## src/rtl/hsm_axil_regfile.sv

```systemverilog
// hsm_axil_regfile: AXI4-Lite slave register file in front of the HSM core.
//   reg0 CTRL   : bit0 START (write-1 pulses cmd_start, reads 0), bit1 IRQ_EN
//   reg1 STATUS : bit0 BUSY (live), bit1 DONE, bit2 TIMEOUT, bit3 CMD_REJ (sticky, W1C)
//   reg2..      : plain RW data registers, byte-strobed, exported on reg_out
// Optional busy watchdog: define HSM_AXIL_TIMEOUT_EN to build the TIMEOUT counter;
// without it STATUS.TIMEOUT is constant 0.
module hsm_axil_regfile #(
  parameter int unsigned C_S_AXI_DATA_WIDTH = 32,
  parameter int unsigned C_S_AXI_ADDR_WIDTH = 6,
  parameter int unsigned NUM_REGS           = 8,
  parameter int unsigned TIMEOUT_CYCLES     = 1024
) (
  input  logic                                       S_AXI_ACLK,
  input  logic                                       S_AXI_ARESETN,
  input  logic [C_S_AXI_ADDR_WIDTH-1:0]              S_AXI_AWADDR,
  input  logic [2:0]                                 S_AXI_AWPROT,
  input  logic                                       S_AXI_AWVALID,
  output logic                                       S_AXI_AWREADY,
  input  logic [C_S_AXI_DATA_WIDTH-1:0]              S_AXI_WDATA,
  input  logic [C_S_AXI_DATA_WIDTH/8-1:0]            S_AXI_WSTRB,
  input  logic                                       S_AXI_WVALID,
  output logic                                       S_AXI_WREADY,
  output logic [1:0]                                 S_AXI_BRESP,
  output logic                                       S_AXI_BVALID,
  input  logic                                       S_AXI_BREADY,
  input  logic [C_S_AXI_ADDR_WIDTH-1:0]              S_AXI_ARADDR,
  input  logic [2:0]                                 S_AXI_ARPROT,
  input  logic                                       S_AXI_ARVALID,
  output logic                                       S_AXI_ARREADY,
  output logic [C_S_AXI_DATA_WIDTH-1:0]              S_AXI_RDATA,
  output logic [1:0]                                 S_AXI_RRESP,
  output logic                                       S_AXI_RVALID,
  input  logic                                       S_AXI_RREADY,
  output logic                                       cmd_start,
  input  logic                                       core_busy,
  input  logic                                       core_done,
  output logic                                       irq,
  output logic [(NUM_REGS-2)*C_S_AXI_DATA_WIDTH-1:0] reg_out
);

  localparam int unsigned DW       = C_S_AXI_DATA_WIDTH;
  localparam int unsigned SW       = DW / 8;
  localparam int unsigned ADDR_LSB = $clog2(DW / 8);
  localparam int unsigned IW       = C_S_AXI_ADDR_WIDTH - ADDR_LSB;
  localparam int unsigned ND       = NUM_REGS - 2;

  localparam logic [1:0] RespOkay   = 2'b00;
  localparam logic [1:0] RespSlvErr = 2'b10;

  // Ready outputs stay low until the first clock after reset release.
  logic init_q;

  logic          aw_held_q, aw_held_d;
  logic [IW-1:0] aw_idx_q, aw_idx_d;
  logic          w_held_q, w_held_d;
  logic [DW-1:0] w_data_q, w_data_d;
  logic [SW-1:0] w_strb_q, w_strb_d;
  logic          bvalid_q, bvalid_d;
  logic [1:0]    bresp_q, bresp_d;

  logic          rvalid_q, rvalid_d;
  logic [DW-1:0] rdata_q, rdata_d;
  logic [1:0]    rresp_q, rresp_d;

  logic          irq_en_q, irq_en_d;
  logic          done_q, done_d;
  logic          rej_q, rej_d;
  logic          cmd_start_q, cmd_start_d;
  logic          irq_q, irq_d;
  logic          timeout_flag;

  logic [DW-1:0] dreg_q [ND];
  logic [DW-1:0] dreg_d [ND];

  logic          aw_hs, w_hs, ar_hs;
  logic          commit, wr_in_range, wr_ok;
  logic          ctrl_wr, status_wr, start_req;
  logic [IW-1:0] ar_idx;
  logic          rd_in_range;
  logic [DW-1:0] rd_word;

  assign S_AXI_AWREADY = init_q && !aw_held_q && !bvalid_q;
  assign S_AXI_WREADY  = init_q && !w_held_q && !bvalid_q;
  assign S_AXI_ARREADY = init_q && !rvalid_q;
  assign S_AXI_BVALID  = bvalid_q;
  assign S_AXI_BRESP   = bresp_q;
  assign S_AXI_RVALID  = rvalid_q;
  assign S_AXI_RDATA   = rdata_q;
  assign S_AXI_RRESP   = rresp_q;
  assign cmd_start     = cmd_start_q;
  assign irq           = irq_q;

  assign aw_hs = S_AXI_AWVALID && S_AXI_AWREADY;
  assign w_hs  = S_AXI_WVALID && S_AXI_WREADY;
  assign ar_hs = S_AXI_ARVALID && S_AXI_ARREADY;

  // A write commits the cycle after both address and data are held.
  assign commit      = aw_held_q && w_held_q;
  assign wr_in_range = 32'(aw_idx_q) < NUM_REGS;
  assign wr_ok       = commit && wr_in_range;
  // CTRL and STATUS only react to byte lane 0.
  assign ctrl_wr     = wr_ok && (aw_idx_q == '0) && w_strb_q[0];
  assign status_wr   = wr_ok && (32'(aw_idx_q) == 32'd1) && w_strb_q[0];
  assign start_req   = ctrl_wr && w_data_q[0];

  assign ar_idx      = S_AXI_ARADDR[C_S_AXI_ADDR_WIDTH-1:ADDR_LSB];
  assign rd_in_range = 32'(ar_idx) < NUM_REGS;

  // Write channel: independent AW/W capture, commit, B response hold.
  always_comb begin
    aw_held_d = aw_held_q;
    aw_idx_d  = aw_idx_q;
    w_held_d  = w_held_q;
    w_data_d  = w_data_q;
    w_strb_d  = w_strb_q;
    bvalid_d  = bvalid_q;
    bresp_d   = bresp_q;
    if (bvalid_q && S_AXI_BREADY) begin
      bvalid_d = 1'b0;
    end
    if (commit) begin
      aw_held_d = 1'b0;
      w_held_d  = 1'b0;
      bvalid_d  = 1'b1;
      bresp_d   = wr_in_range ? RespOkay : RespSlvErr;
    end else begin
      if (aw_hs) begin
        aw_held_d = 1'b1;
        aw_idx_d  = S_AXI_AWADDR[C_S_AXI_ADDR_WIDTH-1:ADDR_LSB];
      end
      if (w_hs) begin
        w_held_d = 1'b1;
        w_data_d = S_AXI_WDATA;
        w_strb_d = S_AXI_WSTRB;
      end
    end
  end

  // Read data mux; out-of-range indices fall through to zero.
  always_comb begin
    rd_word = '0;
    if (ar_idx == '0) begin
      rd_word[1] = irq_en_q;
    end else if (32'(ar_idx) == 32'd1) begin
      rd_word[3:0] = {rej_q, timeout_flag, done_q, core_busy};
    end
    for (int unsigned i = 0; i < ND; i++) begin
      if (32'(ar_idx) == i + 2) begin
        rd_word = dreg_q[i];
      end
    end
  end

  // Read channel: capture on AR handshake, hold payload until RREADY.
  always_comb begin
    rvalid_d = rvalid_q;
    rdata_d  = rdata_q;
    rresp_d  = rresp_q;
    if (rvalid_q && S_AXI_RREADY) begin
      rvalid_d = 1'b0;
    end
    if (ar_hs) begin
      rvalid_d = 1'b1;
      rdata_d  = rd_word;
      rresp_d  = rd_in_range ? RespOkay : RespSlvErr;
    end
  end

  // Control/status next state; a same-cycle set beats a W1C clear.
  always_comb begin
    irq_en_d    = ctrl_wr ? w_data_q[1] : irq_en_q;
    cmd_start_d = start_req && !core_busy;
    done_d      = core_done | (done_q & ~(status_wr & w_data_q[1]));
    rej_d       = (start_req && core_busy) | (rej_q & ~(status_wr & w_data_q[3]));
    irq_d       = irq_en_q & (done_q | timeout_flag | rej_q);
  end

  // Byte-strobed writes into the data registers.
  always_comb begin
    dreg_d = dreg_q;
    for (int unsigned i = 0; i < ND; i++) begin
      if (wr_ok && (32'(aw_idx_q) == i + 2)) begin
        for (int unsigned b = 0; b < SW; b++) begin
          if (w_strb_q[b]) begin
            dreg_d[i][8*b +: 8] = w_data_q[8*b +: 8];
          end
        end
      end
    end
  end

  // Channel and control state registers.
  always_ff @(posedge S_AXI_ACLK or negedge S_AXI_ARESETN) begin
    if (!S_AXI_ARESETN) begin
      init_q      <= 1'b0;
      aw_held_q   <= 1'b0;
      aw_idx_q    <= '0;
      w_held_q    <= 1'b0;
      w_data_q    <= '0;
      w_strb_q    <= '0;
      bvalid_q    <= 1'b0;
      bresp_q     <= RespOkay;
      rvalid_q    <= 1'b0;
      rdata_q     <= '0;
      rresp_q     <= RespOkay;
      irq_en_q    <= 1'b0;
      done_q      <= 1'b0;
      rej_q       <= 1'b0;
      cmd_start_q <= 1'b0;
      irq_q       <= 1'b0;
    end else begin
      init_q      <= 1'b1;
      aw_held_q   <= aw_held_d;
      aw_idx_q    <= aw_idx_d;
      w_held_q    <= w_held_d;
      w_data_q    <= w_data_d;
      w_strb_q    <= w_strb_d;
      bvalid_q    <= bvalid_d;
      bresp_q     <= bresp_d;
      rvalid_q    <= rvalid_d;
      rdata_q     <= rdata_d;
      rresp_q     <= rresp_d;
      irq_en_q    <= irq_en_d;
      done_q      <= done_d;
      rej_q       <= rej_d;
      cmd_start_q <= cmd_start_d;
      irq_q       <= irq_d;
    end
  end

  // Data register storage.
  always_ff @(posedge S_AXI_ACLK or negedge S_AXI_ARESETN) begin
    if (!S_AXI_ARESETN) begin
      for (int unsigned i = 0; i < ND; i++) begin
        dreg_q[i] <= '0;
      end
    end else begin
      dreg_q <= dreg_d;
    end
  end

  for (genvar g = 0; g < ND; g++) begin : g_reg_out
    assign reg_out[g*DW +: DW] = dreg_q[g];
  end

`ifdef HSM_AXIL_TIMEOUT_EN
  localparam int unsigned TW = $clog2(TIMEOUT_CYCLES + 1);

  logic [TW-1:0] to_cnt_q, to_cnt_d;
  logic          timeout_q, timeout_d;
  logic          timeout_set;

  // Busy watchdog: saturates, so TIMEOUT fires once per busy episode.
  always_comb begin
    to_cnt_d = to_cnt_q;
    if (!core_busy) begin
      to_cnt_d = '0;
    end else if (to_cnt_q != TW'(TIMEOUT_CYCLES)) begin
      to_cnt_d = to_cnt_q + 1'b1;
    end
    timeout_set = (to_cnt_d == TW'(TIMEOUT_CYCLES)) && (to_cnt_q != TW'(TIMEOUT_CYCLES));
    timeout_d   = timeout_set | (timeout_q & ~(status_wr & w_data_q[2]));
  end

  // Watchdog state.
  always_ff @(posedge S_AXI_ACLK or negedge S_AXI_ARESETN) begin
    if (!S_AXI_ARESETN) begin
      to_cnt_q  <= '0;
      timeout_q <= 1'b0;
    end else begin
      to_cnt_q  <= to_cnt_d;
      timeout_q <= timeout_d;
    end
  end

  assign timeout_flag = timeout_q;

  logic unused_sig;
  assign unused_sig = ^{S_AXI_AWPROT, S_AXI_ARPROT, S_AXI_AWADDR[ADDR_LSB-1:0],
                        S_AXI_ARADDR[ADDR_LSB-1:0]};
`else
  assign timeout_flag = 1'b0;

  logic unused_sig;
  assign unused_sig = ^{S_AXI_AWPROT, S_AXI_ARPROT, S_AXI_AWADDR[ADDR_LSB-1:0],
                        S_AXI_ARADDR[ADDR_LSB-1:0], (TIMEOUT_CYCLES != 0)};
`endif

endmodule

```

## config.mk

```make
export PLATFORM = sky130hd
export DESIGN_NAME = hsm_axil_regfile
export DESIGN_NICKNAME = d
export VERILOG_FILES = /design/src/rtl/hsm_axil_regfile.sv
export SDC_FILE = /design/constraint.sdc
export NUM_CORES = 1
export LEC_CHECK = 0
export CELL_PAD_IN_SITES_DETAIL_PLACEMENT = 0
export CELL_PAD_IN_SITES_GLOBAL_PLACEMENT = 1
export CORE_MARGIN = 1
export CORE_UTILIZATION = 39
export DETAILED_ROUTE_END_ITERATION = 10
export GPL_ROUTABILITY_DRIVEN = 0
export GPL_TIMING_DRIVEN = 1
export PLACE_DENSITY_LB_ADDON = 0.12
export SLEW_MARGIN = 10
export SYNTH_ARGS = -nofsm -noshare
export SYNTH_HDL_FRONTEND = slang
export SYNTH_SLANG_ARGS = --single-unit
```

## constraint.sdc

```tcl
create_clock -name S_AXI_ACLK -period 2.2 [get_ports S_AXI_ACLK]
set_input_delay 0.33 -clock S_AXI_ACLK [delete_from_list [all_inputs] [get_ports S_AXI_ACLK]]
set_output_delay 0.33 -clock S_AXI_ACLK [all_outputs]
set_load 0.1 [all_outputs]
```

==> results of run 1 <==
==> kinds of logic (layout without fill, tap and decap cells) <==
group,Yosys count,in the layout
compound gates,170,170
buf+inv,54,398
flops,276,276
mux,244,244
other cells,2,3
simple gates,110,110
==> critical path, delay by kind of cell, from the launching register on <==
kind,cells,cell delay (ns)
and+or+nand+nor,3,1.03
DFF,1,0.46
muxes,1,0.42
==> final cells by class <==
| type | count | share of cell area, % |
|---|---|---|
| Sequential cell | 276 | 43.3 |
| Multi-Input combinational cell | 527 | 29.0 |
| Timing Repair Buffer | 335 | 18.3 |
| Clock buffer | 44 | 5.54 |
| Tap cell | 390 | 3.05 |
| Clock inverter | 12 | 0.713 |
| Inverter | 7 | 0.164 |
==> per-stage QoR <==
stage / hold WS, ns / util, % / setup TNS, ns / setup slack (ns) / instances
finish: 0.333 / 54.0 / 0 / 0.183 / 1591
detailed placement: 0.324 / 50.6 / -0.00256 / -0.00256 / 1534
global route: 0.356 / 54.0 / 0 / 0.0294 / 1591
floorplan: 0.0344 / - / -4.16 / -0.178 / 857
CTS: 0.322 / 54.0 / -0.0316 / -0.00746 / 1591
global placement: 0.326 / 50.6 / 0 / 0.0317 / 1534
==> final timing paths <==
kind | cells past startpoint | to | from | slack (ns)
worst max register to register | 4 | reg_out[170] | aw_idx_q[1] | 0.18
worst min register to register | 1 | S_AXI_BRESP[1] | S_AXI_BRESP[1] | 0.51
worst max-delay path | 4 | reg_out[170] | aw_idx_q[1] | 0.18
min in group S_AXI_ACLK | 2 | S_AXI_BVALID | S_AXI_BREADY | 0.34
max in group asynchronous | 3 | reg_out[163] | S_AXI_ARESETN | 1.15
worst min-delay path | 2 | S_AXI_BVALID | S_AXI_ARESETN | 0.33
==> registers in the layout, summed over array words and instances (netlist names), 4 cells and up <==
| signal | flops |
|---|---|
| reg_out | 192 |
| w_data_q | 32 |
| aw_idx_q | 4 |
| S_AXI_RDATA | 32 |
| w_strb_q | 4 |
==> per-layer routing <==
metal  global-route usage, %  up-vias  wire length, um
met1                    35.2     4502            17200
met3                    4.81       68             2230
met5                       0        -                0
met4                    7.32        0             1090
met2                    38.8      294            17700
li1                        -     3837                -
==> Yosys cell counts, drive strengths merged, types with 6 or more instances <==
library cell / instances
a21oi: 18
inv: 7
a31oi: 23
o22ai: 26
mux2i: 6
o221a: 8
a22o: 39
clkbuf: 28
nand2b: 7
a22oi: 34
o21ai: 7
nor2b: 8
nand2: 61
dfrtp: 276
mux2: 238
nor2: 8
buf: 19
==> what timing repair did <==
item | 4_1_cts | 5_1_grt
resized for setup | 0 | 2
endpoints found under the setup margin | 6 | 33
endpoints found under the hold margin | 57 | 0
pin swaps | 0 | 0
hold buffers | 1 | 0
==> flow_summary.toml, run 1 <==
[run_status]
status = "completed"

[sta]
period_minus_slack_ns = 2.02
tightest_slew_ns = 0.578
finalMaxSlewViolations = 0
setup_viol = 0
finalHoldViolCount = 0
rsz0062_at_grt = "no"
finalCritPeriodShare_pct = 91.7
fin_worst_skew_ns = 0.00825
relSlewSlack_pct = 61.4
max_freq_ghz = 0.496

[synth]
syn_area_um2 = 11700
synthSimpleGateAreaFrac_pct = 4.85
netlist.area_leader.share_pct = 59.1
ys_types = 48
avgSynthCellArea_um2 = 13.7
synth_cells = 856
synth_mux_area_share_pct = 23.4
synthAdderAreaFrac_pct = 0
ys_async_sr_fraction_pct = 100
synth_flop_cell = "dfrtp_1"
synth_xor_area_share_pct = 0
yosys-top-cells-area = "dfrtp_1 59%, mux2_2 22%, a22o_1 2.9%, a22oi_1 2.2%, nand2_1 1.8%"
ys_warn_count = 0
ys_seq_area_share_pct = 59.1
synth_compound_area_share_pct = 10.6
yosysTopAreaCell = "dfrtp_1"
synth_top_family_by_area = "multiplexers"
synth_edf_count = 0
synth_seq_cells = 276

[grt]
grt_pass1_wl_um = 57200
grt_max_degree = 64
grt_pass1_vias = 8766
grt_usage_pct = 24.9
grt_overflow = 0
antenna_found_initial = 0

[worst_setup_path]
max_stage_delay_ns = 0.46
end_kind = "register"
cp_slowest_cell = "dfrtp_1"
start_kind = "register"
path_class = "reg2reg"
crit_required_ns = 2.63
worstPathCellList = "nand3_1, nor2_2, nand2_1, mux2_2"
cp_max_fo = 8
crit_arrival_ns = 2.45

[clock_tree]
clk_latency_ns = 0.55
post-cts-setup-buffer-count = 0
numCtsBuffers = 31
clk_path_buf_depth = 3
clk_pin_slew_worst_paths_ns = 0.06
ctsRootBufferMaster = "clkbuf_16"
htree_levels = 1
cts_sinks = 276
cts_tree = "done"

[floorplan]
placementRows = 63
dieHeight_um = 175
die_area_um2 = 30700
ioPinCount = 298
core_um2 = 29600
start_util_pct = 39.6
die_w_um = 175

[layout]
mostFrequentLayoutCell = "dfrtp_1"
fillCellCount = 2581
syn_to_final_growth_pct = 36.6
final_area_um2 = 16000
antenna_cells = 0
final_layout_size_suffix_gt1_share_pct = 50.1
regArea_um2 = 6910
nets = 1241
layout_common_cells = "275 x dfrtp_1, 261 x buf_4, 233 x mux2_2"
multiInputGateArea_um2 = 4640

[placed_design]
port_buffers = 285
dp_hpwl_um = 25800
post_dp_cell_area_um2 = 15000

[drt]
viasPerCell = 5.47
drt_pre_antenna_iters = 4
dr.first_iter.drc_count = 485
wl_um = 38200
vias = 8701
drc = 0
antenna_left = 0
drt-wirelength-per-cell_um = 24.0

[hold_path]
hold_path_class = "in2async"

[run]
maxCapViolCount = 0
Power of run 1 is left out: the tool's default activity adds up to more than one toggle a clock period on the data nets, which glitch-free logic cannot reach.
==> run 2, diff against run 1 <==
- CORE_MARGIN: 1 -> unset
- CTS_BUF_LIST: unset -> sky130_fd_sc_hd__clkbuf_16
==> run 2 against run 1 <==
Against the previous run: critical path depth did not move; register-to-register slack barely moved; first-iteration DRC count fell by 5.4%; maximum frequency rose by 0.27%; clock-buffer cell count fell by 13; final area fell by 0.38%; worst setup slack improved by 0.0054 ns; sequential cell count did not move; global-route usage barely moved.
==> flow_summary.toml, run 2 (synthesized netlist as in run 1, its figures left out) <==
[layout]
mostFrequentLayoutCell = "dfrtp_1"
layout_common_cells = "275 x dfrtp_1, 261 x buf_4, 233 x mux2_2"
antenna_cells = 0
final_layout_size_suffix_gt1_share_pct = 49.6
largest_reg_flops = 192
nets = 1241
syn_to_final_growth_pct = 36.1
final_area_um2 = 15900
fillCellCount = 2597

[sta]
tightest_slew_ns = 0.590
fin_ws_ns = 0.188
finalHoldViolCount = 0
finalMaxSlewViolations = 0
setup_tns_ns = 0
finalCritPeriodShare_pct = 91.5
hold_slack_ns = 0.337
setup_viol = 0
max_freq_ghz = 0.497
period_minus_slack_ns = 2.01
relSlewSlack_pct = 60.6
fin_worst_skew_ns = 0.00657
rsz0062_at_grt = "no"

[worst_setup_path]
cp_slowest_cell = "dfrtp_1"
crit_arrival_ns = 2.44
max_stage_delay_ns = 0.45
cp_max_fo = 8
critical_path_buf_inv_count = 0
end_kind = "register"
path_class = "reg2reg"
start_kind = "register"
crit_required_ns = 2.63
worstPathCellList = "nand3_1, nor2_2, nand2_1, mux2_2"
path_delay_family = "simple AND/OR/NAND/NOR gates"

[run_status]
status = "completed"

[drt]
drc = 0
dr.first_iter.drc_count = 459
vias = 8726
drt_pre_antenna_iters = 5
drt-wirelength-per-cell_um = 24.0
antenna_left = 0
wl_um = 38300
viasPerCell = 5.48

[grt]
antenna_found_initial = 0
grt_pass1_vias = 8766
grt_max_degree = 64
grt_usage_pct = 24.9
grt_overflow = 0
grt_pass1_wl_um = 57200

[floorplan]
die_area_um2 = 30700
dieHeight_um = 175
die_w_um = 175
core_um2 = 29600
placementRows = 63
ioPinCount = 298
start_util_pct = 39.6

[clock_tree]
clk_path_buf_depth = 3
cts_sinks = 276
clk_pin_slew_worst_paths_ns = 0.06
ctsRootBufferMaster = "clkbuf_16"
clk_latency_ns = 0.54
htree_levels = 1
post-cts-setup-buffer-count = 0
cts_tree = "done"
numCtsBuffers = 31

[placed_design]
port_buffers = 285
post_dp_cell_area_um2 = 15000
dp_hpwl_um = 25800
dpl_worst_slack_ns = -0.00256

[run]
maxCapViolCount = 0

[hold_path]
hold_path_class = "in2async"
## run 2: final timing paths
path	cells past startpoint	slack, ns	start	endpoint
max	4	0.19	aw_idx_q[1]	reg_out[170]
min	2	0.34	S_AXI_ARESETN	S_AXI_BVALID
max reg2reg	4	0.19	aw_idx_q[1]	reg_out[170]
min reg2reg	2	0.51	S_AXI_RDATA[21]	S_AXI_RDATA[21]
max in group asynchronous	3	1.15	S_AXI_ARESETN	reg_out[163]
min in group S_AXI_ACLK	2	0.34	S_AXI_BREADY	S_AXI_BVALID
## run 2: cell type report
cell class	instances	area, um^2	share of cell area [%]
clock buffers	31	776	4.87
well taps	390	488	3.07
multi-input cells	527	4640	29.1
inverters	7	26.3	0.165
flip-flops and latches	276	6910	43.4
repair buffers	335	2920	18.3
clock inverters	25	163	1.02
## run 2: worst reg2reg max path, delay by kind of cell (launching register included)
kind             cells  cell delay (ns)
flip-flops           1             0.45
multiplexers         1             0.42
AND/OR/NAND/NOR      3             1.02
## run 2: through the flow
| stage | std cells | utilization [%] |
|---|---|---|
| global route | 1591 | 53.8 |
| finish | 1591 | 53.8 |
| CTS | 1591 | 53.8 |
| floorplan | 857 | - |
| detailed placement | 1534 | 50.6 |
| global placement | 1534 | 50.6 |
## run 2: metal layers
| layer | up-vias | global-route usage [%] | part of all wire (%) |
|---|---|---|---|
| li1 | 3834 | - | - |
| met1 | 4496 | 35.2 | 44 |
| met2 | 327 | 38.9 | 46 |
| met3 | 69 | 4.85 | 6.5 |
| met4 | 0 | 7.25 | 2.9 |
| met5 | - | 0 | 0 |
## run 2: what timing repair did
action / CTS / global route
endpoints found under the setup margin: 7 / 33
resized for setup: 0 / 2
hold buffers: 1 / 0
hold endpoints to repair: 57 / 0
Power of run 2 is left out for the same reason.
==> run 3, diff against run 2 <==
- SKIP_LAST_GASP: unset -> 1
==> results of run 3 <==
The final DEF is identical to that of run 2; final timing and power are the same.
Power of run 3 is left out for the same reason.
